File: src/rtl/pixel_fetch_pkg.sv
// -----------------------------------------------------------------------------
// pixel_fetch_pkg
// Shared types for the pixel fetch responder:
//   fetch_state_e  - read-master FSM states
//   cache_entry_t  - one cached frame-buffer word {valid, tag, data}
//   BYTES_PER_WORD - pixels packed per 32-bit frame-buffer word
//   lane_byte()    - selects one pixel byte from a packed word
// -----------------------------------------------------------------------------
package pixel_fetch_pkg;

   localparam int unsigned BYTES_PER_WORD = 4;

   typedef enum logic [2:0] {
      IDLE,
      ISSUE,
      WAIT_DATA,
      PF_ISSUE,
      PF_WAIT
   } fetch_state_e;

   typedef struct packed {
      logic        valid;
      logic [29:0] tag;
      logic [31:0] data;
   } cache_entry_t;

   // Byte lane k of the word holds the pixel whose column satisfies x%4 == k.
   function automatic logic [7:0] lane_byte(input logic [31:0] word, input logic [1:0] lane);
      return word[{lane, 3'b000} +: 8];
   endfunction

endpackage

File: src/rtl/pixel_fetch_responder_addr_gen.sv
// -----------------------------------------------------------------------------
// pixel_addr_gen
// Maps a pixel coordinate to its frame-buffer location.
//   x_i, y_i    - requested column / row
//   in_range_o  - 1 when the coordinate lies inside the ROW_NUM x COL_NUM frame
//   tag_o       - word address (byte address [31:2]) holding the pixel
//   lane_o      - byte lane of the pixel inside that word
// -----------------------------------------------------------------------------
module pixel_addr_gen #(
   parameter int unsigned ROW_NUM   = 480,
   parameter int unsigned COL_NUM   = 640,
   parameter logic [31:0] BASE_ADDR = 32'h0000_0000
) (
   input  logic [10:0] x_i,
   input  logic [10:0] y_i,
   output logic        in_range_o,
   output logic [29:0] tag_o,
   output logic [1:0]  lane_o
);

   logic [31:0] addr;

   assign in_range_o = ({21'd0, x_i} < COL_NUM) && ({21'd0, y_i} < ROW_NUM);
   assign addr       = BASE_ADDR + ({21'd0, y_i} * COL_NUM) + {21'd0, x_i};
   assign tag_o      = addr[31:2];
   // BASE_ADDR is word aligned and COL_NUM a multiple of 4, so addr[1:0] == x[1:0].
   assign lane_o     = addr[1:0];

endmodule

File: src/rtl/pixel_fetch_responder.sv
// -----------------------------------------------------------------------------
// pixel_fetch_responder
// Serves 8-bit pixels to the edge-detection core from a packed frame buffer
// behind an Avalon-MM read master. A one-word main entry gives zero-wait hits;
// a one-word prefetch entry, refilled with the next sequential word, keeps a
// row-order scan running at one pixel per cycle.
// Ports:
//   clk, rst             - clock, synchronous active-high reset
//   en                   - responder enable (outputs forced to 0 when low)
//   flush                - frame-start pulse, invalidates both entries
//   next_pixel_x/_y      - requested coordinate
//   pixel, waitrequest   - response to the core (pixel valid when waitrequest=0)
//   avm_*                - Avalon-MM read master, one read outstanding at most
// -----------------------------------------------------------------------------
module pixel_fetch_responder
   import pixel_fetch_pkg::*;
#(
   parameter int unsigned ROW_NUM   = 480,
   parameter int unsigned COL_NUM   = 640,
   parameter logic [31:0] BASE_ADDR = 32'h0000_0000,
   parameter int unsigned PREFETCH  = 1
) (
   input  logic        clk,
   input  logic        rst,
   input  logic        en,
   input  logic        flush,
   input  logic [10:0] next_pixel_x,
   input  logic [10:0] next_pixel_y,
   output logic [7:0]  pixel,
   output logic        waitrequest,
   output logic [31:0] avm_address,
   output logic        avm_read,
   input  logic        avm_waitrequest,
   input  logic [31:0] avm_readdata,
   input  logic        avm_readdatavalid
);

   localparam logic [31:0] LAST_WORD_ADDR = BASE_ADDR + (ROW_NUM * COL_NUM) - BYTES_PER_WORD;
   localparam logic [29:0] LAST_TAG       = LAST_WORD_ADDR[31:2];

   logic         in_range;
   logic [29:0]  req_tag;
   logic [1:0]   req_lane;

   fetch_state_e state_q, state_d;
   cache_entry_t main_q, main_d;
   cache_entry_t pf_q, pf_d;
   logic [29:0]  rd_tag_q, rd_tag_d;     // word address of the read in flight
   logic         discard_q, discard_d;   // in-flight data must not be filled

   logic active, main_hit, pf_hit, miss, drop;

   pixel_addr_gen #(
      .ROW_NUM   (ROW_NUM),
      .COL_NUM   (COL_NUM),
      .BASE_ADDR (BASE_ADDR)
   ) u_addr_gen (
      .x_i        (next_pixel_x),
      .y_i        (next_pixel_y),
      .in_range_o (in_range),
      .tag_o      (req_tag),
      .lane_o     (req_lane)
   );

   // A flush cycle already treats both entries as invalid.
   assign active   = en && !rst && in_range;
   assign main_hit = active && !flush && main_q.valid && (main_q.tag == req_tag);
   assign pf_hit   = active && !flush && !main_hit && pf_q.valid && (pf_q.tag == req_tag);
   assign miss     = active && !main_hit && !pf_hit;
   assign drop     = discard_q || flush || !en;

   assign avm_read    = (state_q == ISSUE) || (state_q == PF_ISSUE);
   assign avm_address = {rd_tag_q, 2'b00};

   // NOTE: every signal written here gets a default first, so no path leaves
   // one unassigned and no latch is inferred.
   always_comb begin
      state_d     = state_q;
      main_d      = main_q;
      pf_d        = pf_q;
      rd_tag_d    = rd_tag_q;
      discard_d   = discard_q;
      pixel       = 8'd0;
      waitrequest = 1'b0;

      if (main_hit) begin
         pixel = lane_byte(main_q.data, req_lane);
      end else if (pf_hit) begin
         pixel      = lane_byte(pf_q.data, req_lane);
         main_d     = pf_q;
         pf_d.valid = 1'b0;
      end else if (miss) begin
         waitrequest = 1'b1;
      end

      // Data of a read already on the bus is still consumed, just not kept.
      if ((flush || !en) && (state_q != IDLE)) begin
         discard_d = 1'b1;
      end

      case (state_q)
         IDLE: begin
            if (pf_hit) begin
               if ((PREFETCH != 0) && (pf_q.tag < LAST_TAG)) begin
                  state_d  = PF_ISSUE;
                  rd_tag_d = pf_q.tag + 30'd1;
               end
            end else if (miss) begin
               state_d  = ISSUE;
               rd_tag_d = req_tag;
            end
         end
         ISSUE: begin
            if (!avm_waitrequest) state_d = WAIT_DATA;
         end
         PF_ISSUE: begin
            if (!avm_waitrequest) state_d = PF_WAIT;
         end
         WAIT_DATA, PF_WAIT: begin
            if (avm_readdatavalid) begin
               state_d   = IDLE;
               discard_d = 1'b0;
               if (!drop) begin
                  if (state_q == WAIT_DATA) begin
                     main_d = '{valid: 1'b1, tag: rd_tag_q, data: avm_readdata};
                     if ((PREFETCH != 0) && (rd_tag_q < LAST_TAG)) begin
                        state_d  = PF_ISSUE;
                        rd_tag_d = rd_tag_q + 30'd1;
                     end
                  end else begin
                     pf_d = '{valid: 1'b1, tag: rd_tag_q, data: avm_readdata};
                  end
               end
            end
         end
         default: state_d = IDLE;
      endcase

      // Flush wins over any fill or promotion in the same cycle.
      if (flush) begin
         main_d.valid = 1'b0;
         pf_d.valid   = 1'b0;
      end
   end

   // NOTE: state registers use non-blocking assignments so every flop samples
   // the pre-edge values. Only the valid bits of the cache entries are reset;
   // tag and data are meaningless while valid is low.
   always_ff @(posedge clk) begin
      if (rst) begin
         state_q      <= IDLE;
         rd_tag_q     <= '0;
         discard_q    <= 1'b0;
         main_q.valid <= 1'b0;
         pf_q.valid   <= 1'b0;
      end else begin
         state_q   <= state_d;
         rd_tag_q  <= rd_tag_d;
         discard_q <= discard_d;
         main_q    <= main_d;
         pf_q      <= pf_d;
      end
   end

endmodule

File: config.mk
export PLATFORM = sky130hd
export DESIGN_NAME = pixel_fetch_responder
export DESIGN_NICKNAME = d
export VERILOG_FILES = /design/src/rtl/pixel_fetch_pkg.sv /design/src/rtl/pixel_fetch_responder_addr_gen.sv /design/src/rtl/pixel_fetch_responder.sv
export SDC_FILE = /design/constraint.sdc
export NUM_CORES = 1
export LEC_CHECK = 0
export CAP_MARGIN = 5
export CORE_MARGIN = 3
export CORE_UTILIZATION = 31
export DETAILED_ROUTE_END_ITERATION = 10
export GPL_TIMING_DRIVEN = 1
export SLEW_MARGIN = 30
export SYNTH_ARGS = -nofsm -noshare
export SYNTH_HDL_FRONTEND = slang
export SYNTH_HIERARCHICAL = 1
export SYNTH_SLANG_ARGS = --single-unit
File: constraint.sdc
create_clock -name clk -period 7.8 [get_ports clk]
set_input_delay 1.56 -clock clk [delete_from_list [all_inputs] [get_ports clk]]
set_output_delay 1.56 -clock clk [all_outputs]
set_load 0.02 [all_outputs]
## After elaboration in Yosys (flattened, before gate mapping)

Cells that the tools add are included.

- $add $sub $neg: 3
- $mul: 1
- Div/mod/pow operators: 0
- $lt $le $gt $ge: 4
- Eq/ne operators: 14
- Shifts and indexed selects: 2
- Multiplexer cells: 38
- Bitwise operators: 3
- Reductions and logical operators: 29

Operators by type and width:

| cell | count |
|---|---|
| $mux W63 | 10 |
| $mux W30 | 7 |
| $shiftx A32 B6 Y8 | 2 |
| $add A30 B1 Y30 const B | 2 |
| $eq A30 B30 Y1 | 2 |
| $lt A30 B17 Y1 const B | 2 |
| $pmux W30 S2 | 1 |
| $add A21 B11 Y22 | 1 |
| $mux W3 | 6 |
| $mux W8 | 2 |
| $mul A11 B3 Y14 const B | 1 |
| $logic_and A1 B1 Y1 | 12 |
| $ne A2 B2 Y1 const B | 6 |
| $pmux W3 S4 | 1 |
| $lt A11 B10 Y1 const B | 1 |
| $lt A11 B9 Y1 const B | 1 |
| $reduce_and A5 Y1 | 2 |
| $mux W1 | 8 |
| $reduce_and A7 Y1 | 1 |
| $eq A3 B2 Y1 const B | 2 |
| $mux W2 | 3 |
| $ne A3 B3 Y1 const B | 2 |
| $logic_not A1 Y1 | 5 |
| $logic_or A1 B1 Y1 | 4 |
| other kinds (7) | 10 |

- Bits in registers: 160
- Bits in latches: 0
- RAM bits: 0
- ROM bits: 0
- Input port bits: 60
- Output and inout port bits: 42
- Word-level logic and storage cells: 103
- Memories: 0

## Logic depth before layout (Yosys ltp)

Gate-level depths: netlist of run 1.

- Depth in word-level cells: 16
- Gate-level depth with buffers: 19
- Gate-level depth less buffers: 17

## By module

The synthesis of run 1 kept the hierarchy.

Modules (own cells, without submodules):

| module | times used | cells an instance | area each (um2) | sequential area each (um2) |
|---|---|---|---|---|
| pixel_fetch_responder | 1 | 909 | 9,344.0 | 4,444.3 |
| pixel_addr_gen | 1 | 122 | 1,051.0 | 0.0 |

## Least setup slack after synthesis of run 1

Ideal clock, no wire load.

- Kind: input to output
- Start: input port next_pixel_y[1]
- End: output port pixel[5]
- Data arrival time: 6.079 ns
- Setup slack: 0.161 ns
- Stages: 17
- Path buffers: 2
- Cells stage by stage: ha_1 ha_1 fa_1 a21o_1 a21oi_1 xnor2_4 nand4b_4 or4_4 o31ai_2 xnor2_1 nand4_1 or4_1 a211oi_4 buf_2 buf_4 nand2_1 o21ai_0

RTL lines:

| element | RTL line | source |
|---|---|---|
| start, declared | pixel_fetch_responder.sv:28 | `input logic [10:0] next_pixel_y,` |
| $mul A11 B3 Y14 (*) | pixel_fetch_responder_addr_gen.sv:24 | `assign addr = BASE_ADDR + ({21'd0, y_i} * COL_NUM) + {21'd0, x_i};` |
| $add A21 B11 Y22 (*) | pixel_fetch_responder_addr_gen.sv:24 |  |
| named net req_tag[18] | pixel_fetch_responder.sv:42 | `logic [29:0] req_tag;` |
| $eq A30 B30 Y1 | pixel_fetch_responder.sv:67 | `assign main_hit = active && !flush && main_q.valid && (main_q.tag == req_tag);` |
| $logic_and A1 B1 Y1 | pixel_fetch_responder.sv:67 |  |
| $logic_not A1 Y1 | pixel_fetch_responder.sv:68 | `assign pf_hit = active && !flush && !main_hit && pf_q.valid && (pf_q.tag == req_tag);` |
| $logic_and A1 B1 Y1 (3 in series) | pixel_fetch_responder.sv:68 |  |
| $mux W8 | pixel_fetch_responder.sv:88 | `end else if (pf_hit) begin` |
| $mux W8 (*) | pixel_fetch_responder.sv:86 | `if (main_hit) begin` |
| end, declared | pixel_fetch_responder.sv:29 | `output logic [7:0] pixel,` |

Mark *: on every way through the listed nets, which the timed path passes. The rest lies on a longest branch.

## Worst setup path in the final report of run 1

- Start: input port next_pixel_y[1]
- End: output port pixel[1]

Same word-level chain as after synthesis.

==> results of run 1 <==
worst max-delay path by stage:
stage | slack (ns) | endpoint | start | cells after the start
after global routing | -0.01 | pixel[2] | next_pixel_y[1] | 21
after detailed placement | -0.51 | pixel[5] | next_pixel_y[1] | 20
final | 0.16 | pixel[1] | next_pixel_y[1] | 21
after floorplan | 0.16 | pixel[5] | next_pixel_y[1] | 17
after CTS | -0.03 | pixel[5] | next_pixel_y[1] | 19
after global placement | -0.51 | pixel[5] | next_pixel_y[1] | 20
flip-flops by register name (all words and copies together), names as in the netlist:
name,flops
discard_q,1
main_q,63
pf_q,63
rd_tag_q,30
state_q,3
timing repair:
item                                    CTS  global route
gates cloned                              0             2
endpoints found under the setup margin    9            21
gates resized for setup                  30            27
pin swaps                                 2             8
buffers inserted                          0             3
endpoints found under the hold margin     0             0
hold buffers                              0             0
critical path, delay by kind of cell:
kind,cells,cell delay (ns)
adders and majority gates,3,0.89
xor gates and xnor gates,2,0.28
and+or+nand+nor,8,1.62
muxes,1,0.20
buffers and inverters,6,1.29
AOI/OAI and AO/OA,1,0.24
final cells by class:
cell class,count,area (µm²),share of cell area
multi-input combinational,784,5620,0.440
sequential,160,4440,0.348
timing repair buffer,166,1510,0.118
tap,442,553,0.0434
clock buffer,17,425,0.0333
clock inverter,15,164,0.0128
inverter,12,45.0,0.00353
power by group through the flow:
| stage | Sequential (mW) | Clock, mW | Combinational, mW |
|---|---|---|---|
| 6_report | 0.954 | 0.834 | 0.426 |
| 5_1_grt | 0.957 | 0.883 | 0.458 |
| 4_1_cts | 0.954 | 0.851 | 0.412 |
| 3_5_place_dp | 0.973 | 0 | 0.407 |
| 3_3_place_gp | 0.973 | 0 | 0.406 |
| 2_1_floorplan | 0.970 | 0 | 0.247 |
metal layers:
layer / vias to the layer above / GRT usage / share of wire
li1: 4059 / - / -
met1: 4054 / 0.228 / 0.44
met2: 314 / 0.280 / 0.47
met3: 50 / 0.0359 / 0.070
met4: 0 / 0.0587 / 0.025
met5: - / 0 / 0
Yosys cell counts, types with 27 or more instances:
cell type	count	area share
sky130_fd_sc_hd__nand3_1	30	0.014
sky130_fd_sc_hd__xnor2_1	80	0.067
sky130_fd_sc_hd__nor2_1	105	0.038
sky130_fd_sc_hd__mux2i_1	71	0.068
sky130_fd_sc_hd__nand2_1	53	0.019
sky130_fd_sc_hd__buf_4	27	0.019
sky130_fd_sc_hd__dfxtp_1	36	0.069
sky130_fd_sc_hd__edfxtp_1	124	0.36
sky130_fd_sc_hd__o21ai_0	31	0.015
sky130_fd_sc_hd__a21oi_1	110	0.053
sky130_fd_sc_hd__clkbuf_1	54	0.019
sky130_fd_sc_hd__nand4_1	48	0.029
logic make-up (layout without fill, tap and decap cells):
group / after synthesis / after routing
simple gates: 336 / 336
fa+ha+maj: 26 / 26
buf+inv: 98 / 210
xor+xnor: 104 / 104
mux: 93 / 93
compound gates: 212 / 212
other cells: 2 / 13
flops: 160 / 160
through the flow:
stage | area, µm² | instances | hold slack, ns | TNS [ns] | util
3_5_place_dp | 12000 | 1559 | 0.506 | -8.85 | 0.367
6_report | 12800 | 1596 | 0.522 | 0 | 0.389
4_1_cts | 12600 | 1591 | 0.524 | -0.0342 | 0.385
2_1_floorplan | 10400 | 1042 | 0.504 | 0 | -
3_3_place_gp | 12000 | 1559 | 0.512 | -5.16 | 0.367
5_1_grt | 12800 | 1596 | 0.553 | -0.0337 | 0.389
==> flow_results.org, run 1 <==
** Run status
- The flow ran to the end, and the final reports show no timing, DRC or antenna violations.

** Synth
- Share of cell area taken by muxes after synthesis :: 0.111
- After technology mapping, the gate count stands at 1031.
- The share of the Yosys chip area taken by registers is 0.428.
- Commonest register cell after synthesis :: sky130_fd_sc_hd__edfxtp_1
- Of all flip-flops after synthesis, the portion carrying an async set or reset was 0.
- Number of warnings printed during yosys synthesis :: 6
- Yosys mapped the design onto 71 distinct sky130hd cell types.
- Of the total synthesized cell area, the portion taken by full adders, half adders and majority gates is 0.0327.
- By area, the combinational part of the netlist is dominated by simple AND/OR/NAND/NOR gates.
- Each instance of the synthesized netlist takes up on average 10.1 µm².
- Yosys mapped a number of flops with a built-in enable equal to 124.
- Xor/xnor share of the synthesized area :: 0.0902
- Synthesis-stage register bit count :: 160
- The area fraction in compound gates after synthesis was 0.127.
- Of the total synthesized cell area, the portion taken by AND, OR, NAND and NOR gates is 0.166.
- In this run the cell area of the synthesized design comes to 10400 µm².

** Global routing
- Wire length of the first global-routing pass :: 47.9 mm
- The number of global-route vias before repair came to 8296.
- The initial antenna violation count was 0.
- Entering global routing, the biggest net connects 93 pins.
- Total GRT Usage :: 0.172
- Total overflow reported by the global router :: 0

** Worst setup path
- In this design, the stage delay of the slowest critical-path cell is 0.53 ns.
- Walking the worst path, the cells encountered are clkdlybuf4s50_1 > ha_1 > ha_1 > fa_2 > buf_4 > xor2_4 > nand3b_1 > mux2i_4 > nand4b_4 > or4_4 > o31ai_4 > buf_6 > xnor2_2 > nand4_1 > nor4_4 > buf_4 > nand3_4 > clkbuf_16 > nand2b_1 > nand2_1 > buf_4.
- Along the worst path, the maximum fanout reaches 5.
- Measured in cells, the most critical reg-to-reg path has a length of 10.
- Launch point of the worst reg-to-reg path :: pf_q[33]
- Arrival @ worst endpoint :: 6.08 ns
- The slowest stage of the critical path is the sky130_fd_sc_hd__or4_4 cell.
- Setup slack on the worst flop-to-flop path :: 3.69 ns
- The critical path is of the input pin to output pin type.
- STA puts the critical path data required time at 6.24 ns.
- The worst setup path is launched from an input pin.
- In this design, the critical path's most frequently occurring cell is sky130_fd_sc_hd__buf_4.
- Element type at the critical path end :: output pin
- The endpoint identified for the worst register-to-register timing path is rd_tag_q[13].

** Routing
- Antenna-violating nets left :: 0
- First DRT Iteration DRCs :: 763
- Per-cell routed wire length :: 19.7 µm
- 1st-pass router iterations :: 5
- The final layout contains routed wiring with a total length of 31.5 mm.
- DRC violations left :: 0
- Number of vias per cell :: 5.31
- The final route contains 8477 vias.

** Floorplanning
- Measured along the x axis, the die boundary spans 189 µm.
- Initial cell density of the core :: 0.317
- FP Rows :: 66
- Core area :: 32800 µm²
- The die covers 35800 µm².
- Die height :: 189 µm
- I/O pin cnt :: 102

** Min path
- The path class of the tightest hold or removal check is register to register.
- Startpoint of the lowest-slack hold path :: rd_tag_q[23]
- Sink of the worst hold path :: rd_tag_q[23]
- Counting instances, the worst hold path has a depth of 1.

** Pwr
- IR analysis of the VDD net gives a maximum drop of 118 µV.
- Combinational group share of total power :: 0.192
- The share of total power dissipated in sequential elements is 0.431.
- Pwr dens :: 174 nW/µm²
- Total Power Consumption :: 2.21 mW
- Net Sw Frac :: 0.292
- Cell internal power was estimated by the tool at 1.57 mW.
- For this design the total switching power over the nets is 0.646 mW.
- Static leakage :: 4.38 nW
- Power share of the clock group :: 0.377

** STA
- At the pin with the least slew margin, the transition time is 0.832 ns.
- Number of pins with negative max-slew slack in the final report :: 0
- Minimum clock period after layout :: 7.64 ns
- Setup slack closes at 0.156 ns.
- For the final database, setup skew stands at 0.0199 ns.
- Setup violations remaining at the end of the flow were counted as 0.
- In this run the tightest slew margin relative to its limit is 0.443.
- Maximum clock frequency :: 131 MHz
- Dividing the final minimum period by the clock period gives 0.980.
- The number of hold-slack violations in the final timing report came to 0.

** Place
- Before CTS, the worst setup slack after placement is -0.507 ns.
- Placer Congestion :: 0.921
- Post-DP HPWL :: 22.0 mm
- The count of buffers added on input and output ports is 99.

** Layout
- The net count of the finished layout is 1227.
- 0 antenna diodes ended up in the layout.
- The library cell used most frequently in the layout, excluding fill and tap cells, is sky130_fd_sc_hd__edfxtp_1.
- Fraction of layout instances using a drive strength above 1 :: 0.138
- Top library cells by usage in the layout, fill and taps aside :: sky130_fd_sc_hd__edfxtp_1, sky130_fd_sc_hd__a21oi_1, sky130_fd_sc_hd__nor2_1, sky130_fd_sc_hd__clkdlybuf4s50_1, sky130_fd_sc_hd__xnor2_1
- Relative to the synthesized area, the layout overhead comes to 22.7%.
- Number of inserted filler cells in the final layout :: 3295

** Clock network
- Clock tree synthesis found a total of 160 sinks.
- The H-tree generated during clock tree synthesis spans 4 levels.
- In this run the clock root is driven by a sky130_fd_sc_hd__clkbuf_16.
- No sink is reached through more buffers than the 2 on the longest clock path.
- After clock tree synthesis, the clock-pin slew on the worst setup and hold paths is 0.08 ns.
- The later pin in the worst-skew pair is clocked with a latency of 0.44 ns.
- Total clock buffers created by CTS :: 17
- Clock tree from TritonCTS :: yes

** Job
- Max-Cap Viols :: 0
No activity file was read; power rests on OpenSTA's default activity.
==> run 2, diff against run 1 <==
CTS_BUF_LIST = sky130_fd_sc_hd__clkbuf_16   (was not set)
REMOVE_ABC_BUFFERS = 1   (was not set)
==> run 2 against run 1 <==
Routed wire length is 1.4% lower. Register-to-register slack worse by 0.09 ns. Non-clock buffer count is 1 lower. Highest routed layer unchanged. Setup slack better by 0.073 ns.
==> flow_results.org, run 2 (synthesis gave the netlist of run 1 again) <==
** Routing
- Number of vias per cell :: 5.34 (+0.57%)
- The number of remaining DRC errors came to 0 (unchanged).
- Per-cell routed wire length :: 19.5 µm (-1.3%)
- The remaining number of nets flagged by the antenna check after routing was 0 (unchanged).
- The total routed wirelength came to 31.0 mm (-1.4%).
- Detailed-route via count :: 8520 (+0.51%)
- The first-pass iteration count of the detailed router is 5 (unchanged).
- The number of design-rule violations left by the first detailed-router iteration is 571 (-25%).

** Worst setup path
- The worst setup path is captured at an output pin.
- Critical R2R Capture :: rd_tag_q[13]
- Launch point of the worst reg-to-reg path :: pf_q[57]
- The required time of the critical path was 6.24 ns (about the same).
- Critical path cell sequence :: clkdlybuf4s50_1 > ha_1 > ha_1 > fa_2 > buf_4 > xor2_4 > nand3b_1 > mux2i_4 > nand4b_4 > or4_4 > o31ai_4 > buf_4 > xnor2_1 > nand4_1 > nor4_2 > nand3_2 > buf_6 > o21ai_0 > buf_4 > buf_4
- Path depth of the worst reg2reg path :: 10 (unchanged)
- Arrival @ worst endpoint :: 6.01 ns (-0.07 ns)
- By startpoint and endpoint, the worst setup path is classified as input pin to output pin.
- The critical path's largest stage delay was 0.55 ns (+0.02 ns).
- The register-to-register setup slack is 3.60 ns (-0.09 ns).
- Top cell by count, worst path :: sky130_fd_sc_hd__buf_4
- Startpoint types :: input pin
- The peak fanout along the critical path was 8 (+3).
- The slowest stage of the critical path is the sky130_fd_sc_hd__or4_4 cell.

** Layout
- Number of inserted filler cells in the final layout :: 3261 (-1.0%)
- The final core area utilization is 0.388 (-0.000764).
- Final layout net count :: 1226 (-0.081%)
- Cell area after layout :: 12700 µm² (-0.20%)
- Multi-input logic area :: 5630 µm² (+0.16%)
- Sequential cell area :: 4440 µm² (unchanged)
- Leaving out fill and tap cells, the most frequent cell in the layout is sky130_fd_sc_hd__edfxtp_1.
- Registers with the most flip-flops :: main_q (63), pf_q (63), rd_tag_q (30)
- The post-layout instance count excluding filler cells came to 1595 (-0.063%).
- Area growth, synth to finish :: 22.5%
- The number of diodes added for antenna fixing came to 0 (unchanged).
- The library cells used most frequently in the layout, excluding fill and tap cells, are sky130_fd_sc_hd__edfxtp_1, sky130_fd_sc_hd__a21oi_1, sky130_fd_sc_hd__nor2_1, sky130_fd_sc_hd__clkdlybuf4s50_1, sky130_fd_sc_hd__xnor2_1.
- The layout cell share with drive strength beyond 1 is 0.137 (-0.000748).

** Floorplanning
- The initial core utilization was 0.317 (unchanged).
- FP Rows :: 66 (unchanged)
- The die footprint came to 35800 µm² (unchanged).
- Core area :: 32800 µm² (unchanged)
- Horizontal die dimension :: 189 µm (unchanged)
- Die height :: 189 µm (unchanged)
- I/O pin cnt :: 102 (unchanged)

** Global routing
- Wire length of the first global-routing pass :: 48.4 mm (+0.95%)
- The combined global-route utilization of all metal layers is 0.172 (about the same).
- Total overflow reported by the global router :: 0 (unchanged)
- The initial antenna violation count came to 0 (unchanged).
- The number of global-route vias before repair was 8349 (+0.64%).
- The pin count of the biggest net entering global routing was 97 (+4.3%).

** STA
- The relative slew slack is 0.415 (-0.0286).
- The highest clock frequency the design can meet came to 132 MHz (+0.96%).
- Number of pins with negative max-slew slack in the final report :: 0 (unchanged)
- Worst clock skew :: 0.0174 ns (-0.00247 ns)
- Final period util :: 0.971 (-0.00932)
- Slew @ Worst Pin :: 0.870 ns (+0.0375 ns)
- Number of setup violations in the final report :: 0 (unchanged)
- The minimum period implied by the final worst setup slack came to 7.57 ns (-0.0727 ns).
- The number of hold-slack violations in the final timing report came to 0 (unchanged).
- Setup repair after global routing left no endpoint under its margin.

** Place
- The placed standard-cell area came to 12000 µm² (+0.10%).
- The placed wire-length estimate is 22.1 mm (+0.56%).
- The number of placed instances, taps included came to 1560 (+0.064%).
- Quantity of I/O buffers inserted on ports :: 99 (unchanged)
- The routability-driven placement congestion ratio was 0.919 (-0.26%).

** Pwr
- The power after layout is 2.24 mW (+1.2%).
- The switching share of total power was 0.295 (+0.00279).
- The power per cell area came to 176 nW/µm² (+1.4%).
- Static leakage :: 4.35 nW (-0.68%)
- The part of the total power dissipated in the clock network was 0.383 (+0.006).
- The internal power of the cells is 1.58 mW (+0.75%).
- The maximum vdd ir drop was 128 µV (+8.8%).
- The switching power is 0.660 mW (+2.1%).
- Sequential cell fraction of total power :: 0.426 (-0.005)
- The share of power burned in combinational logic was 0.191 (about the same).

** Min path
- Sink of the worst hold path :: rd_tag_q[25]
- The worst hold path belongs to the class register to register.
- The worst hold path depth is 1 (unchanged).
- In this run the most critical hold path is launched from rd_tag_q[25].

** Clock network
- The clock transition at the registers of the reported paths was 0.07 ns (about the same).
- Total clock buffers created by CTS :: 17 (unchanged)
- TritonCTS built the clock tree.
- Latest clock arrival within the worst-skew pair :: 0.43 ns (about the same)
- H-tree depth :: 4 (unchanged)
- The maximum number of buffers from clock root to sink came to 2 (unchanged).
- Root buffer selected by CTS :: sky130_fd_sc_hd__clkbuf_16
- Number of clock sinks :: 160 (unchanged)

** Run status
- The run finished with clean final reports.

** Job
- The reported max-cap violation count came to 0 (unchanged).
run 2: changes by cell type in the layout (fill, tap and decap cells not counted), moves of 2 or more:
cell,delta
sky130_fd_sc_hd__clkbuf_2,+6
sky130_fd_sc_hd__clkinvlp_4,-2
sky130_fd_sc_hd__clkbuf_16,-2
sky130_fd_sc_hd__buf_2,-6
run 2: worst max path at each step:
stage / startpoint / to / slack (ns)
floorplan: next_pixel_y[1] / pixel[5] / -2.00
global placement: next_pixel_y[1] / pixel[5] / -0.32
detailed placement: next_pixel_y[1] / pixel[5] / -0.37
CTS: next_pixel_y[1] / waitrequest / 0.01
global route: next_pixel_y[1] / waitrequest / 0.04
finish: next_pixel_y[1] / pixel[5] / 0.23
run 2: area by class of cell:
class                      count  share of cell area
multi-input combinational    784               0.442
sequential                   160               0.349
inverter                      12             0.00354
timing repair buffer         165               0.114
clock inverter                15              0.0142
tap                          442              0.0434
clock buffer                  17              0.0334
run 2: what timing repair did:
item / in CTS / in global routing
hold endpoints to repair: 0 / 0
endpoints found under the setup margin: 9 / 10
gates cloned: 0 / 1
gates resized for setup: 15 / 28
pin swaps: 1 / 9
hold buffers: 0 / 0
setup buffers: 0 / 2
run 2: critical path, delay by kind of cell:
| family | cells | cell delay (ns) |
|---|---|---|
| multiplexers | 1 | 0.20 |
| buffers and inverters | 6 | 1.24 |
| AND/OR/NAND/NOR | 6 | 1.35 |
| AO/OA/AOI/OAI | 2 | 0.49 |
| XOR/XNOR | 2 | 0.28 |
| adder cells (fa/ha/maj) | 3 | 0.87 |
run 2: power by group through the flow:
stage                     registers (mW)  logic, mW  clock network [mW]
after floorplan                    0.971      0.232                   0
after global placement             0.973      0.410                   0
after detailed placement           0.973      0.410                   0
after CTS                          0.954      0.416               0.876
after global routing               0.957      0.464               0.910
final                              0.954      0.429               0.857
run 2: per-layer routing:
layer | vias up | wire length (µm) | track usage | part of all wire
li1 | 4049 | - | - | -
met1 | 4100 | 13900 | 0.235 | 0.45
met2 | 317 | 14200 | 0.272 | 0.46
met3 | 54 | 2030 | 0.0330 | 0.066
met4 | 0 | 909 | 0.0610 | 0.029
met5 | - | 0 | 0 | 0
run 2: through the flow:
stage,TNS [ns],hold WS (ns),setup slack (ns)
4_1_cts,0,0.538,0.0109
3_5_place_dp,-3.05,0.528,-0.369
3_3_place_gp,-2.17,0.523,-0.319
6_report,0,0.533,0.229
5_1_grt,0,0.557,0.0361
2_1_floorplan,-67.31,0.502,-2.00
